## config.mk

```make
export PLATFORM = sky130hd
export DESIGN_NAME = ex_sequencer_flat
export DESIGN_NICKNAME = d
export VERILOG_FILES = /design/src/rtl/ex_sequencer_pkg.sv /design/src/rtl/ex_sequencer_if.sv /design/src/rtl/ex_latency_counter.sv /design/src/rtl/ex_sequencer.sv /design/src/flat_wrapper.sv
export SDC_FILE = /design/constraint.sdc
export NUM_CORES = 1
export LEC_CHECK = 0
export BUFFER_PORTS_ARGS = -buffer_cell sky130_fd_sc_hd__buf_2
export CORE_AREA = 3 3 125 127
export DETAILED_ROUTE_END_ITERATION = 7
export DIE_AREA = 0 0 128 130
export HOLD_SLACK_MARGIN = 0.06
export PLACE_DENSITY = 0.79
export REMOVE_ABC_BUFFERS = 1
export SYNTH_ARGS = -nofsm -noshare
export SYNTH_HDL_FRONTEND = slang
export SYNTH_SLANG_ARGS = --single-unit
```

## constraint.sdc

```tcl
create_clock -name clk -period 4.1 [get_ports clk]
set_input_delay 0.41 -clock clk [delete_from_list [all_inputs] [get_ports clk]]
set_output_delay 0.41 -clock clk [all_outputs]
set_load 0.02 [all_outputs]
```

## src/rtl/ex_sequencer_pkg.sv

```systemverilog
// rtl/ex_sequencer_pkg.sv - shared opcode/state types and latency helper for the execute sequencer
// Purpose: opcode enum, sequencer state enum, highest legal opcode, and the
//          per-opcode latency-counter load value.
// Ports:   none (package).
package ex_sequencer_pkg;

  typedef enum logic [4:0] {
    OPC_NOP  = 5'd0,
    OPC_LV   = 5'd1,
    OPC_MLT  = 5'd2,
    OPC_DIV  = 5'd3,
    OPC_REST = 5'd4,
    OPC_SUM  = 5'd5,
    OPC_CP   = 5'd6,
    OPC_B    = 5'd7,
    OPC_BEG  = 5'd8,
    OPC_SLR  = 5'd9,
    OPC_GP   = 5'd10
  } opcode_e;

  typedef enum logic [1:0] {
    ST_IDLE = 2'd0,
    ST_BUSY = 2'd1,
    ST_DONE = 2'd2
  } state_e;

  localparam logic [4:0] OPC_MAX = 5'd10;

  // Counter value loaded on accept; zero means the result is ready one cycle later.
  function automatic logic [3:0] latency_load(input logic [4:0] opc,
                                              input logic [3:0] mlt_load,
                                              input logic [3:0] div_load);
    if (opc == OPC_DIV) return div_load;
    else if (opc == OPC_MLT) return mlt_load;
    else return 4'd0;
  endfunction

  function automatic logic is_legal(input logic [4:0] opc);
    return (opc <= OPC_MAX);
  endfunction

endpackage

```

## src/rtl/ex_sequencer_if.sv

```systemverilog
// rtl/ex_sequencer_if.sv - instruction, ALU and writeback bundle of the execute sequencer
// Purpose: groups the upstream instruction handshake, the operand/result path to
//          the external combinational ALU, and the downstream writeback handshake.
// Ports (slave = sequencer side):
//   in_valid/in_ready, in_opcode[4:0], in_rd[6:0], in_rs/in_rsi/in_rt[31:0]   upstream
//   alu_opcode[4:0], alu_rd[9:0], alu_rs/alu_rsi/alu_rt[31:0]                  to ALU
//   alu_result[31:0], alu_rd_out[6:0], alu_branch[6:0], alu_wren               from ALU
//   out_valid/out_ready, out_result[31:0], out_rd[6:0], out_wren,
//   out_branch_taken, out_branch_target[6:0], out_illegal, out_divzero          downstream
interface ex_sequencer_if;

  logic        in_valid;
  logic        in_ready;
  logic [4:0]  in_opcode;
  logic [6:0]  in_rd;
  logic [31:0] in_rs;
  logic [31:0] in_rsi;
  logic [31:0] in_rt;

  logic [4:0]  alu_opcode;
  logic [9:0]  alu_rd;
  logic [31:0] alu_rs;
  logic [31:0] alu_rsi;
  logic [31:0] alu_rt;
  logic [31:0] alu_result;
  logic [6:0]  alu_rd_out;
  logic [6:0]  alu_branch;
  logic        alu_wren;

  logic        out_valid;
  logic        out_ready;
  logic [31:0] out_result;
  logic [6:0]  out_rd;
  logic        out_wren;
  logic        out_branch_taken;
  logic [6:0]  out_branch_target;
  logic        out_illegal;
  logic        out_divzero;

  modport slave (
    input  in_valid, in_opcode, in_rd, in_rs, in_rsi, in_rt,
    output in_ready,
    output alu_opcode, alu_rd, alu_rs, alu_rsi, alu_rt,
    input  alu_result, alu_rd_out, alu_branch, alu_wren,
    output out_valid, out_result, out_rd, out_wren,
    output out_branch_taken, out_branch_target, out_illegal, out_divzero,
    input  out_ready
  );

  modport master (
    output in_valid, in_opcode, in_rd, in_rs, in_rsi, in_rt,
    input  in_ready,
    input  alu_opcode, alu_rd, alu_rs, alu_rsi, alu_rt,
    output alu_result, alu_rd_out, alu_branch, alu_wren,
    input  out_valid, out_result, out_rd, out_wren,
    input  out_branch_taken, out_branch_target, out_illegal, out_divzero,
    output out_ready
  );

endinterface

```

## src/rtl/ex_latency_counter.sv

```systemverilog
// rtl/ex_latency_counter.sv - loadable 4-bit down-counter with last-cycle flag
// Purpose: counts the remaining execute cycles of a multi-cycle instruction.
// Ports:
//   clk, rst_n      clock, asynchronous active-low reset
//   clr             synchronous clear (highest priority)
//   load, load_val  load a new count
//   dec             decrement by one (saturates at zero)
//   last            count == 1, i.e. the next decrement finishes the instruction
module ex_latency_counter (
  input  logic       clk,
  input  logic       rst_n,
  input  logic       clr,
  input  logic       load,
  input  logic [3:0] load_val,
  input  logic       dec,
  output logic       last
);

  logic [3:0] count_q;

  always_ff @(posedge clk or negedge rst_n) begin
    if (!rst_n) begin
      count_q <= 4'd0;
    end else if (clr) begin
      count_q <= 4'd0;
    end else if (load) begin
      count_q <= load_val;
    end else if (dec && (count_q != 4'd0)) begin
      count_q <= count_q - 4'd1;
    end
  end

  assign last = (count_q == 4'd1);

endmodule

```

## src/rtl/ex_sequencer.sv

```systemverilog
// rtl/ex_sequencer.sv - execute-stage sequencer around an external combinational ALU
// Purpose: accepts one instruction at a time, holds its operands for the ALU for
//          the opcode's latency, then presents the result until it is retired.
// Ports:
//   clk, rst_n  clock, asynchronous active-low reset
//   flush       synchronous abort of the in-flight instruction
//   bus         ex_sequencer_if.slave: instruction in, ALU operands/results, writeback out
// Parameters: MLT_CYCLES, DIV_CYCLES (1..15) accept-to-result latency of MLT and DIV.
module ex_sequencer
  import ex_sequencer_pkg::*;
#(
  parameter int MLT_CYCLES = 2,
  parameter int DIV_CYCLES = 8
) (
  input  logic          clk,
  input  logic          rst_n,
  input  logic          flush,
  ex_sequencer_if.slave bus
);

  localparam logic [3:0] MLT_LOAD = 4'(MLT_CYCLES - 1);
  localparam logic [3:0] DIV_LOAD = 4'(DIV_CYCLES - 1);

  state_e      state_q, state_d;
  logic        accept, retire;
  logic        cnt_load, cnt_dec, cnt_clr, cnt_last;
  logic [3:0]  load_val;

  logic [4:0]  opc_q;      // opcode as issued, kept for the error/branch flags
  logic [4:0]  alu_opc_q;  // opcode as seen by the ALU (NOP when idle or illegal)
  logic [6:0]  rd_q;
  logic [31:0] rs_q, rsi_q, rt_q;

  logic        done, illegal, divzero, is_branch;

  ex_latency_counter u_cnt (
    .clk      (clk),
    .rst_n    (rst_n),
    .clr      (cnt_clr),
    .load     (cnt_load),
    .load_val (load_val),
    .dec      (cnt_dec),
    .last     (cnt_last)
  );

  // in_ready is masked by rst_n so nothing looks acceptable while reset is held.
  assign bus.in_ready = rst_n && !flush &&
                        ((state_q == ST_IDLE) || ((state_q == ST_DONE) && bus.out_ready));

  always_ff @(posedge clk or negedge rst_n) begin
    if (!rst_n) state_q <= ST_IDLE;
    else        state_q <= state_d;
  end

  always_comb begin
    state_d  = state_q;
    accept   = 1'b0;
    retire   = 1'b0;
    cnt_load = 1'b0;
    cnt_dec  = 1'b0;
    cnt_clr  = 1'b0;
    load_val = latency_load(bus.in_opcode, MLT_LOAD, DIV_LOAD);
    if (flush) begin
      // flush wins over accept and retire
      state_d = ST_IDLE;
      cnt_clr = 1'b1;
    end else begin
      case (state_q)
        ST_IDLE: accept = bus.in_valid;
        ST_BUSY: begin
          cnt_dec = 1'b1;
          if (cnt_last) state_d = ST_DONE;
        end
        ST_DONE: begin
          if (bus.out_ready) begin
            retire = 1'b1;
            accept = bus.in_valid;
            if (!bus.in_valid) state_d = ST_IDLE;
          end
        end
        default: state_d = ST_IDLE;
      endcase
      if (accept) begin
        cnt_load = 1'b1;
        state_d  = (load_val == 4'd0) ? ST_DONE : ST_BUSY;
      end
    end
  end

  // Operand registers only change on accept; the ALU opcode drops to NOP
  // whenever the sequencer goes idle so the ALU sees no stale instruction.
  always_ff @(posedge clk or negedge rst_n) begin
    if (!rst_n) begin
      opc_q     <= 5'd0;
      alu_opc_q <= 5'd0;
      rd_q      <= 7'd0;
      rs_q      <= 32'd0;
      rsi_q     <= 32'd0;
      rt_q      <= 32'd0;
    end else if (flush) begin
      alu_opc_q <= OPC_NOP;
    end else if (accept) begin
      opc_q     <= bus.in_opcode;
      alu_opc_q <= is_legal(bus.in_opcode) ? bus.in_opcode : OPC_NOP;
      rd_q      <= bus.in_rd;
      rs_q      <= bus.in_rs;
      rsi_q     <= bus.in_rsi;
      rt_q      <= bus.in_rt;
    end else if (retire) begin
      alu_opc_q <= OPC_NOP;
    end
  end

  assign bus.alu_opcode = alu_opc_q;
  assign bus.alu_rd     = {3'b000, rd_q};
  assign bus.alu_rs     = rs_q;
  assign bus.alu_rsi    = rsi_q;
  assign bus.alu_rt     = rt_q;

  assign done      = (state_q == ST_DONE);
  assign illegal   = !is_legal(opc_q);
  assign divzero   = (opc_q == OPC_DIV) && (rt_q == 32'd0);
  assign is_branch = (opc_q == OPC_B) || (opc_q == OPC_BEG);

  // Divide-by-zero overrides the ALU quotient with all ones and still writes back.
  assign bus.out_valid         = done;
  assign bus.out_result        = !done ? 32'd0 : (divzero ? 32'hFFFF_FFFF : bus.alu_result);
  assign bus.out_rd            = done ? bus.alu_rd_out : 7'd0;
  assign bus.out_wren          = done && !illegal && (divzero || bus.alu_wren);
  assign bus.out_branch_taken  = done && is_branch && (bus.alu_branch != 7'd0);
  assign bus.out_branch_target = bus.alu_branch;
  assign bus.out_illegal       = done && illegal;
  assign bus.out_divzero       = done && divzero;

endmodule

```

## src/flat_wrapper.sv

```systemverilog
// flat-port wrapper written by rule: the top's interface ports become plain ports
module ex_sequencer_flat import ex_sequencer_pkg::*;
#(
  parameter int MLT_CYCLES = 2,
  parameter int DIV_CYCLES = 8
)
  (clk, rst_n, flush, bus_in_valid, bus_in_opcode, bus_in_rd, bus_in_rs, bus_in_rsi, bus_in_rt, bus_in_ready, bus_alu_opcode, bus_alu_rd, bus_alu_rs, bus_alu_rsi, bus_alu_rt, bus_alu_result, bus_alu_rd_out, bus_alu_branch, bus_alu_wren, bus_out_valid, bus_out_result, bus_out_rd, bus_out_wren, bus_out_branch_taken, bus_out_branch_target, bus_out_illegal, bus_out_divzero, bus_out_ready);
  ex_sequencer_if bus_i ();
  input  logic clk;
  input  logic rst_n;
  input  logic flush;
  input wire logic [$bits(bus_i.in_valid)-1:0] bus_in_valid;
  input wire logic [$bits(bus_i.in_opcode)-1:0] bus_in_opcode;
  input wire logic [$bits(bus_i.in_rd)-1:0] bus_in_rd;
  input wire logic [$bits(bus_i.in_rs)-1:0] bus_in_rs;
  input wire logic [$bits(bus_i.in_rsi)-1:0] bus_in_rsi;
  input wire logic [$bits(bus_i.in_rt)-1:0] bus_in_rt;
  output wire logic [$bits(bus_i.in_ready)-1:0] bus_in_ready;
  output wire logic [$bits(bus_i.alu_opcode)-1:0] bus_alu_opcode;
  output wire logic [$bits(bus_i.alu_rd)-1:0] bus_alu_rd;
  output wire logic [$bits(bus_i.alu_rs)-1:0] bus_alu_rs;
  output wire logic [$bits(bus_i.alu_rsi)-1:0] bus_alu_rsi;
  output wire logic [$bits(bus_i.alu_rt)-1:0] bus_alu_rt;
  input wire logic [$bits(bus_i.alu_result)-1:0] bus_alu_result;
  input wire logic [$bits(bus_i.alu_rd_out)-1:0] bus_alu_rd_out;
  input wire logic [$bits(bus_i.alu_branch)-1:0] bus_alu_branch;
  input wire logic [$bits(bus_i.alu_wren)-1:0] bus_alu_wren;
  output wire logic [$bits(bus_i.out_valid)-1:0] bus_out_valid;
  output wire logic [$bits(bus_i.out_result)-1:0] bus_out_result;
  output wire logic [$bits(bus_i.out_rd)-1:0] bus_out_rd;
  output wire logic [$bits(bus_i.out_wren)-1:0] bus_out_wren;
  output wire logic [$bits(bus_i.out_branch_taken)-1:0] bus_out_branch_taken;
  output wire logic [$bits(bus_i.out_branch_target)-1:0] bus_out_branch_target;
  output wire logic [$bits(bus_i.out_illegal)-1:0] bus_out_illegal;
  output wire logic [$bits(bus_i.out_divzero)-1:0] bus_out_divzero;
  input wire logic [$bits(bus_i.out_ready)-1:0] bus_out_ready;
  assign bus_i.in_valid = bus_in_valid;
  assign bus_i.in_opcode = bus_in_opcode;
  assign bus_i.in_rd = bus_in_rd;
  assign bus_i.in_rs = bus_in_rs;
  assign bus_i.in_rsi = bus_in_rsi;
  assign bus_i.in_rt = bus_in_rt;
  assign bus_in_ready = bus_i.in_ready;
  assign bus_alu_opcode = bus_i.alu_opcode;
  assign bus_alu_rd = bus_i.alu_rd;
  assign bus_alu_rs = bus_i.alu_rs;
  assign bus_alu_rsi = bus_i.alu_rsi;
  assign bus_alu_rt = bus_i.alu_rt;
  assign bus_i.alu_result = bus_alu_result;
  assign bus_i.alu_rd_out = bus_alu_rd_out;
  assign bus_i.alu_branch = bus_alu_branch;
  assign bus_i.alu_wren = bus_alu_wren;
  assign bus_out_valid = bus_i.out_valid;
  assign bus_out_result = bus_i.out_result;
  assign bus_out_rd = bus_i.out_rd;
  assign bus_out_wren = bus_i.out_wren;
  assign bus_out_branch_taken = bus_i.out_branch_taken;
  assign bus_out_branch_target = bus_i.out_branch_target;
  assign bus_out_illegal = bus_i.out_illegal;
  assign bus_out_divzero = bus_i.out_divzero;
  assign bus_i.out_ready = bus_out_ready;
  ex_sequencer #(.MLT_CYCLES(MLT_CYCLES), .DIV_CYCLES(DIV_CYCLES)) u_core (.clk(clk), .rst_n(rst_n), .flush(flush), .bus(bus_i));
endmodule
```

==> results.md, run 1 <==
Run status:
- The flow ran to the end, and the final reports show no timing, DRC or antenna violations.

Layout:
- Compared with the post-synthesis result, the final layout area differs by 44.8%.
- The non-filler instance count after layout is 889.
- Counting the fill cells in the layout gives 1297.
- The total non-filler cell area in the finished layout is between 7000 and 8000 sq um.
- The multi-input gate area in the final layout is a little over 2000 sq um.
- The combined flip-flop and latch cell area is roughly 3000 sq um.
- The fraction of layout cells with a size suffix above 1 is a little under three fifths.
- After the last flow step, the layout net total stands at approximately 850.

Routing:
- Summed over all layers, the routed wires come to approximately 17 mm.
- The average wire per cell in the routed design is around 19 um.
- The detailed router finished its first iteration with 128 violations.
- The final route contains approximately 4200 vias.
- The remaining antenna violation count after routing is 0.
- The detailed-router iteration count before antenna repair is 4.
- The via count normalized by instance count is 4.74.
- In the routed design, unresolved DRC markers number 0.

Worst setup path:
- STA puts the critical path data required time at roughly 3.7 ns.
- The reg2reg setup slack is about 2.0 ns.
- The category of the most critical setup path is reg -> out.
- The worst register-to-register path begins at u_core.state_q[1].
- Data on the critical path arrives at its endpoint at about 2.9 ns.
- The element type at the critical path start is a flip-flop.
- The cell depth of the worst flop-to-flop path is 4.
- In this run the critical register-to-register path is captured at u_core.bus.alu_rt[15].
- The worst setup path is captured at an output port.
- The largest driver fanout on the critical path is 33.

Die:
- The floorplan has 44 rows.
- The floorplan die area is about 17000 sq um.
- From left edge to right edge, the die measures around 130 um.
- The starting density of the core is 35.9%.
- Pin placement for this block handled between 300 and 400 I/O pins.
- The chip height is between 100 and 150 um.
- The floorplan step defined a core boundary enclosing between 10000 and 15000 sq um.

Yosys:
- In the synthesized netlist the dominant register cell turns out to be dfrtp_1.
- By area the synthesized netlist is led by dfrtp_1, mux2_1, mux2_2, o21a_1, buf_4.
- In the synthesized netlist, the number of instances is around 380.
- In this run the biggest area consumer among cell types represents 57.1% of the synthesized area.
- dfrtp_1 is the most common cell in the netlist.
- The number of synthesized flops with an enable pin is 0.
- The post-synthesis cell area is 5210 sq um.
- The post-synthesis cell type count is 35.
- The commonest cells after synthesis are dfrtp_1, mux2_1, o21a_1, mux2_2, buf_4.
- Yosys printed 0 warnings.
- Sequential cells were found to cover between 50% and 60% of the synthesized design area.
- The synthesized design contains ~120 register bits.
- A synthesized cell averages roughly 14 sq um.
- In the synthesized netlist the async set-or-reset flop fraction comes to 100%.
- The cell type with the highest aggregate area in the netlist is dfrtp_1.

Power and ir drop:
- The total power per unit cell area is ~530 nW/um^2.
- The leakage component of the power is 0.00379 uW.
- Summing internal, switching and leakage power gives about 4000 uW.
- The maximum ir drop on the vdd rail is 0.000333 V.

Placed design:
- The area after detailed placement is roughly 6900 sq um.
- The number of placed instances, taps included is about 860.
- The port buffer count is 319.
- The detailed placement HPWL is between 10 and 15 mm.
- The weighted congestion reported at the end of routability-driven placement is between 0.9 and 1.

Clock tree:
- Clock tree synthesis selected as its root buffer the cell clkbuf_16.
- The H-tree generated during clock tree synthesis spans 4 levels.
- The clock tree from TritonCTS is built.
- For this design, the sink count on the clock tree is 119.
- The clock latency of the later-clocked register in the worst-skew pair is about 0.4 ns.
- The number of cells upsized or downsized after cts is 0.
- Counting the buffers created by CTS gives 17.
- The total setup buffers inserted after CTS is 0.
- After clock tree synthesis, the clock-pin slew on the worst setup and hold paths is approximately 0.060 ns.
- The maximum count of clock buffers along a single path is 2.

Timing:
- Adding up every negative setup slack in the final design gives 0 ns.
- The count of final hold-check violations is 0.
- The worst path needs about 3.3 ns of the cycle, external delays included.
- The highest clock rate is around 310 MHz.
- The clock arrives with about 0.0073 ns of skew.
- On the final layout, the worst hold slack is ~0.21 ns.
- The number of slew-limit violations in the final report is 0.
- For the pin with the worst max-slew slack, the measured transition is between 1 and 1.5 ns.
- In the finished design, the share of the clock period the worst path needs comes to around four fifths.
- The setup-violating endpoint count in the final report is 0.
- Setup repair after global routing left no endpoint under its margin.
- The headroom to the max-slew limit is a little over a quarter.

Min path:
- The end point of the worst hold path is u_core.bus.alu_rsi[21].
- The launch instance of the worst min-delay path is bus_in_rsi[21].
- The worst hold path passes through 2 cells.
- The min-delay analysis places its worst path in the category in -> reg.

GRT:
- The global routing usage summed across all routing layers is roughly a fifth.
- The largest net degree at the start of global routing is 66.
- The global-route wire length before repair is around 24 mm.
- The via count of the first global-routing pass came to 4338.
- The number of antenna violations at the first check in global routing is 1.
- The global route total overflow is 0.

Run:
- The number of maximum-capacitance constraint violations is 0.
## kinds of logic after synthesis
| family | count (synthesis) | share of synthesized area [%] |
|---|---|---|
| compound gates | 51 | 7.25 |
| xor+xnor | 1 | 0.168 |
| fa+ha+maj | 3 | 0.720 |
| flops | 119 | 57.1 |
| simple gates | 56 | 6.87 |
| other cells | 1 | 0.0720 |
| buf+inv | 35 | 4.03 |
| mux | 110 | 23.7 |
## how the worst max path moves through the flow
stage | startpoint | to | slack, ns | cells past startpoint
after floorplan | bus_out_ready | u_core.bus.alu_rs[10] | -0.75 | 3
after global placement | u_core.opc_q[4] | bus_out_result[14] | 1.20 | 5
after detailed placement | u_core.bus.alu_rt[21] | bus_out_result[28] | 1.18 | 5
after CTS | u_core.bus.alu_rt[21] | bus_out_result[28] | 0.72 | 5
after global routing | u_core.bus.alu_rt[21] | bus_out_result[28] | 0.50 | 5
final | u_core.opc_q[4] | bus_out_result[28] | 0.83 | 5
## through the flow
stage / util [%] / setup WS, ns
after floorplan: - / -0.746
after global placement: 47.4 / 1.20
after detailed placement: 47.4 / 1.18
after CTS: 51.9 / 0.722
after global routing: 51.9 / 0.498
final: 51.9 / 0.825
## per-layer routing
| metal | vias to the layer above | part of all wire, % | track usage (%) |
|---|---|---|---|
| met5 | - | 0 | 0 |
| met2 | 219 | 54 | 36.0 |
| met1 | 2018 | 35 | 19.9 |
| met3 | 14 | 9.5 | 7.41 |
| li1 | 1967 | - | - |
| met4 | 0 | 1.4 | 6.18 |
## final cells by class
| cell class | instances | share of cell area [%] |
|---|---|---|
| sequential | 119 | 39.5 |
| inverter | 5 | 0.249 |
| clock inverter | 11 | 2.27 |
| tap | 184 | 3.05 |
| timing repair buffer | 324 | 21.7 |
| clock buffer | 21 | 6.23 |
| multi-input combinational | 224 | 27.0 |
| antenna | 1 | 0.0332 |
## flip-flops by register name, summed over array words and instances, names as in the netlist
register and count:
u_core.opc_q 5, u_core.bus.alu_opcode 5, u_core.rd_q 7, u_core.bus.alu_rt 32
u_core.bus.alu_rsi 32, u_core.bus.alu_rs 32, u_core.state_q 2, u_core.u_cnt.count_q 4
## power by group
part           total (uW)  leakage (uW)  switching [uW]  internal [uW]
combinational         914       0.00207             552            362
clock                1600      0.000298             532           1060
sequential           1500       0.00142             127           1380
total                4010       0.00379            1210           2800
## critical path, stage by stage (launching register included)
cell,delay [ns]
dfrtp_1,0.44
nor4_1,0.50
nand4_1,0.24
nor3_4,0.89
o21a_1,0.21
buf_2,0.18
## repair_timing
item,4_1_cts,5_1_grt
hold endpoints to repair,8,0
hold buffers,1,0
setup endpoints to repair,0,0
## cells in the final DEF (no fill, tap or decap), types with 2 or more instances in the layout
master      netlist  layout
a22o_1            2       2
mux2_2           31      31
clkbuf_16         0      17
clkinvlp_4        0       5
ha_1              3       3
and2_1           10      10
a21oi_1           7       7
buf_4            19       5
nor2b_1           3       3
nor4_1           11      11
nand2b_1          2       2
a211oi_1          2       2
nand4_1           2       2
nor2_1            8       8
o31ai_1           2       2
o21a_1           33      33
bufinv_16         0       4
conb_1            1       3
buf_2             6     318
mux2_1           78      78
clkbuf_8          0       3
inv_1             5       5
nand2_1           6       6
dfrtp_1         119     119
nor4b_1           5       5
nor3_1            3       3
a32o_1            2       2
(Power assumes the default switching activity.)
==> inputs of run 2 (changes only) <==
- ABC_AREA: default -> 1
- CORE_AREA: 3 3 125 127 -> default
- CORE_MARGIN: default -> 3
- CORE_UTILIZATION: default -> 38
- DIE_AREA: 0 0 128 130 -> default
- PLACE_DENSITY: 0.79 -> 0.86
- clock period: 4.1 -> 2.9 ns (I/O delays scaled with it)
==> run 2 against run 1 <==
  * The flow now finishes with violations (negative hold slack)
  * Core utilization rose by 4.6 points
  * Largest cell class unchanged
  * Power is 34% higher
  * Non-clock buffer count grew 5
  * Critical path depth grew 3
  * Worst setup slack worse by 0.41 ns
  * Highest routed layer is now met5
  * Final area increased by 0.68%
  * Routed wire length up 4.6%
  * Sequential cell count did not move
  * Hold slack lost 0.24 ns
  * Synthesized cell count is 82% higher
  * Cell count grew 33%
==> results.md, run 2 <==
Power and ir drop:
- The maximum ir drop on the vdd rail is 0.000449 V.
- Dividing total power by cell area gives a power density of 707 nW/um^2.
- In this run the static leakage power is 0.00472 uW.

Worst setup path:
- The data required time of the worst path is 2.61 ns.
- STA classifies the critical path startpoint as a flip-flop.
- The category of the most critical setup path is reg -> out.
- The largest driver fanout on the critical path is 33.
- The arrival time reported for the critical path endpoint is roughly 2.2 ns.
- The element type at the critical path end is an output port.

Clock tree:
- The clock tree from TritonCTS is built.
- The clock transition time at the flip-flop clock pins of the worst setup and hold paths is approximately 0.06 ns.
- The clock latency of the later-clocked register in the worst-skew pair is 0.41 ns.
- The H-tree generated during clock tree synthesis spans 4 levels.
- Counting the buffers created by CTS gives 17.
- The clock root buffer is clkbuf_16.
- Counting along the longest clock path gives a buffer depth of 2.
- Once the clock tree was built, the setup fixing pass inserted 0 buffers.
- The total clock sinks is 119.

Routing:
- The final route contains ~5500 vias.
- The number of design rule violations left after detail routing is 0.
- The violation count after the first detailed-routing iteration is around 330.
- Once detail routing completed, the nets flagged for antenna violations numbered 0.
- After detailed routing, the average wire length per cell comes to between 10 and 15 um.
- The detailed-router iteration count before antenna repair is 6.
- The final layout contains routed wiring with a total length of about 17 mm.
- The via count normalized by instance count is 4.63.

Yosys:
- Ranked by instance count, the synthesized netlist is headed by nand2_1, dfrtp_1, nor2_1, inv_1.
- The dominant cell by count in the synthesized netlist is nand2_1.
- The fraction of registers with async set/reset is between 90% and 100%.
- The post-synthesis cell type count is 26.
- The area share of the leading cell type in the synthesized netlist is between 50% and 60%.
- In the synthesized netlist the dominant register cell turns out to be dfrtp_1.
- The number of synthesized flops with an enable pin is 0.
- After synthesis the netlist holds a flip-flop and latch count of approximately 120.
- The cell count after synthesis is between 600 and 700.
- After synthesis, the cell types taking the most area are dfrtp_1, nand2_1, nor2_1, buf_4, inv_1.
- The number of warning messages in the yosys log is 0.
- Summing every instance area after synthesis gives about 5300 sq um.
- Sequential elements use between 50 and 60% of the synthesized area.
- The average footprint of a synthesized cell is ~7.8 sq um.
- The cell type with the highest aggregate area in the netlist is dfrtp_1.

Placed design:
- The weighted congestion reported at the end of routability-driven placement is about 0.95.
- The detailed placement HPWL is approximately 13 mm.
- Timing analysis after detailed placement gives a worst setup slack of about 0.53 ns.
- The number of placed instances, taps included is ~1100.
- The port buffer count is approximately 320.

Die:
- The I/O pin count is between 300 and 400.
- The floorplan die area is between 15000 and 20000 sq um.
- The floorplan step set the die width to ~120 um.
- Row generation in the floorplan step produced 42 rows.
- After floorplanning, the core was sized to cover between 10000 and 15000 sq um.
- The starting density of the core is 39.6%.
- The chip height is ~120 um.

GRT:
- The via count of the first global-routing pass came to 5354.
- The global routing usage summed across all routing layers is approximately 22%.
- Entering global routing, the biggest net connects approximately 130 pins.
- The global-route wire length before repair is between 20 and 30 mm.
- The number of antenna violations at the first check in global routing is 1.
- After global routing the overflow that remains totals 0.

Timing:
- Hold timing on the final database bottoms out at a slack of -0.0261 ns.
- The setup-violating endpoint count in the final report is 0.
- The count of final hold-check violations came to 4.
- The number of slew-limit violations in the final report is 0.
- Setup repair after global routing left no endpoint under its margin.
- After layout, the worst setup slack is between 0.4 and 0.5 ns.
- Of the available clock period, the critical path in the final layout requires between 80% and 90%.
- The highest clock rate is around 400 MHz.
- Clock skew on the completed layout was measured at about 0.012 ns.
- Headroom to the max-slew limit came out at 54.7%.
- For the finished layout, the period the worst path requires is between 2 and 2.5 ns.
- The transition time at the pin with the least slew margin is approximately 0.68 ns.

Min path:
- In this run the worst hold path is classified as in -> async.

Layout:
- The area growth from synthesis to layout is 42.6%.
- The non-filler instance count after layout is roughly 1200.
- The post-route netlist has between 30% and 40% of its cells at a drive strength greater than 1.
- The library cell used most frequently in the layout, excluding fill and tap cells, is nand2_1.
- The count of inserted antenna diode cells is 0.
- In the layout the commonest cells are nand2_1, buf_2, dfrtp_1, nor2_1, inv_1.
- The final core area utilization is roughly 56%.
- The count of nets after finishing is between 1000 and 1500.

Run status:
- The final reports fail on negative hold slack.
- The flow ran to the end, but the final reports show violations.

Run:
- The number of maximum-capacitance constraint violations is 0.
## run 2: repair_timing
item | in CTS | in global routing
gates resized for setup | 0 | 1
hold endpoints to repair | 5 | 0
setup endpoints to repair | 0 | 33
hold buffers | 5 | 0
## run 2: stage by stage
| step | TNS (ns) | power (uW) | cell area, sq um | hold WS [ns] |
|---|---|---|---|---|
| finish | 0 | 5380 | 7600 | -0.0261 |
| global route | 0 | 5660 | 7600 | 0.0626 |
| CTS | 0 | 5430 | 7600 | 0.0601 |
| detailed placement | 0 | 3410 | 6980 | 0.454 |
| global placement | 0 | 3380 | 6980 | 0.449 |
| floorplan | -18.00 | 2800 | 5080 | -0.00559 |
## run 2: layout make-up
type | count | area, sq um
fill | 1229 | 5850
clock buffer | 17 | 425
timing repair buffer | 329 | 1720
tap | 176 | 220
sequential | 119 | 2980
clock inverter | 14 | 141
inverter | 32 | 120
multi-input combinational | 497 | 1990
## run 2: kinds of logic (layout without fill, tap and decap cells)
family	count (synthesis)	after routing	synth area share [%]
buffers and inverters	72	392	7.02
adder cells (fa/ha/maj)	3	3	0.704
AND/OR/NAND/NOR	467	467	33.9
other	1	3	0.0704
flip-flops	119	119	55.9
AO/OA/AOI/OAI	23	23	2.25
XOR/XNOR	1	1	0.164
## run 2: worst paths after layout
path / from / endpoint / slack [ns] / cells after the start
max: u_core.bus.alu_rt[3] / bus_out_result[16] / 0.41 / 8
min reg2reg: u_core.bus.alu_rs[27] / u_core.bus.alu_rs[27] / 0.46 / 2
max in group asynchronous: rst_n / u_core.state_q[0] / 2.36 / 2
max reg2reg: u_core.state_q[0] / u_core.bus.alu_rt[7] / 1.15 / 7
min: rst_n / u_core.bus.alu_rsi[13] / -0.03 / 2
min in group clk: bus_in_rsi[5] / u_core.bus.alu_rsi[5] / 0.08 / 3
## run 2: critical path, cell delays in order, from the launching register on
cell     delay [ns]
dfrtp_1        0.39
nor2_1         0.19
nand2_1        0.10
nor2_1         0.12
nand3_1        0.08
nor2_1         0.15
nand2_2        0.36
nand2_1        0.20
buf_2          0.18
## run 2: per-layer routing
metal | GRT usage, % | wire [um] | share of wire (%)
met3 | 8.10 | 1650 | 9.4
met2 | 38.7 | 8890 | 51
met4 | 10.1 | 561 | 3.2
met5 | 0 | 20 | 0.11
met1 | 23.8 | 6310 | 36
## run 2: power breakdown
group	switching, uW	total, uW	leakage, uW	internal, uW
clock network	801	2000	0.000277	1200
registers	160	2080	0.00149	1920
logic	864	1300	0.00296	437
total	1820	5380	0.00472	3550
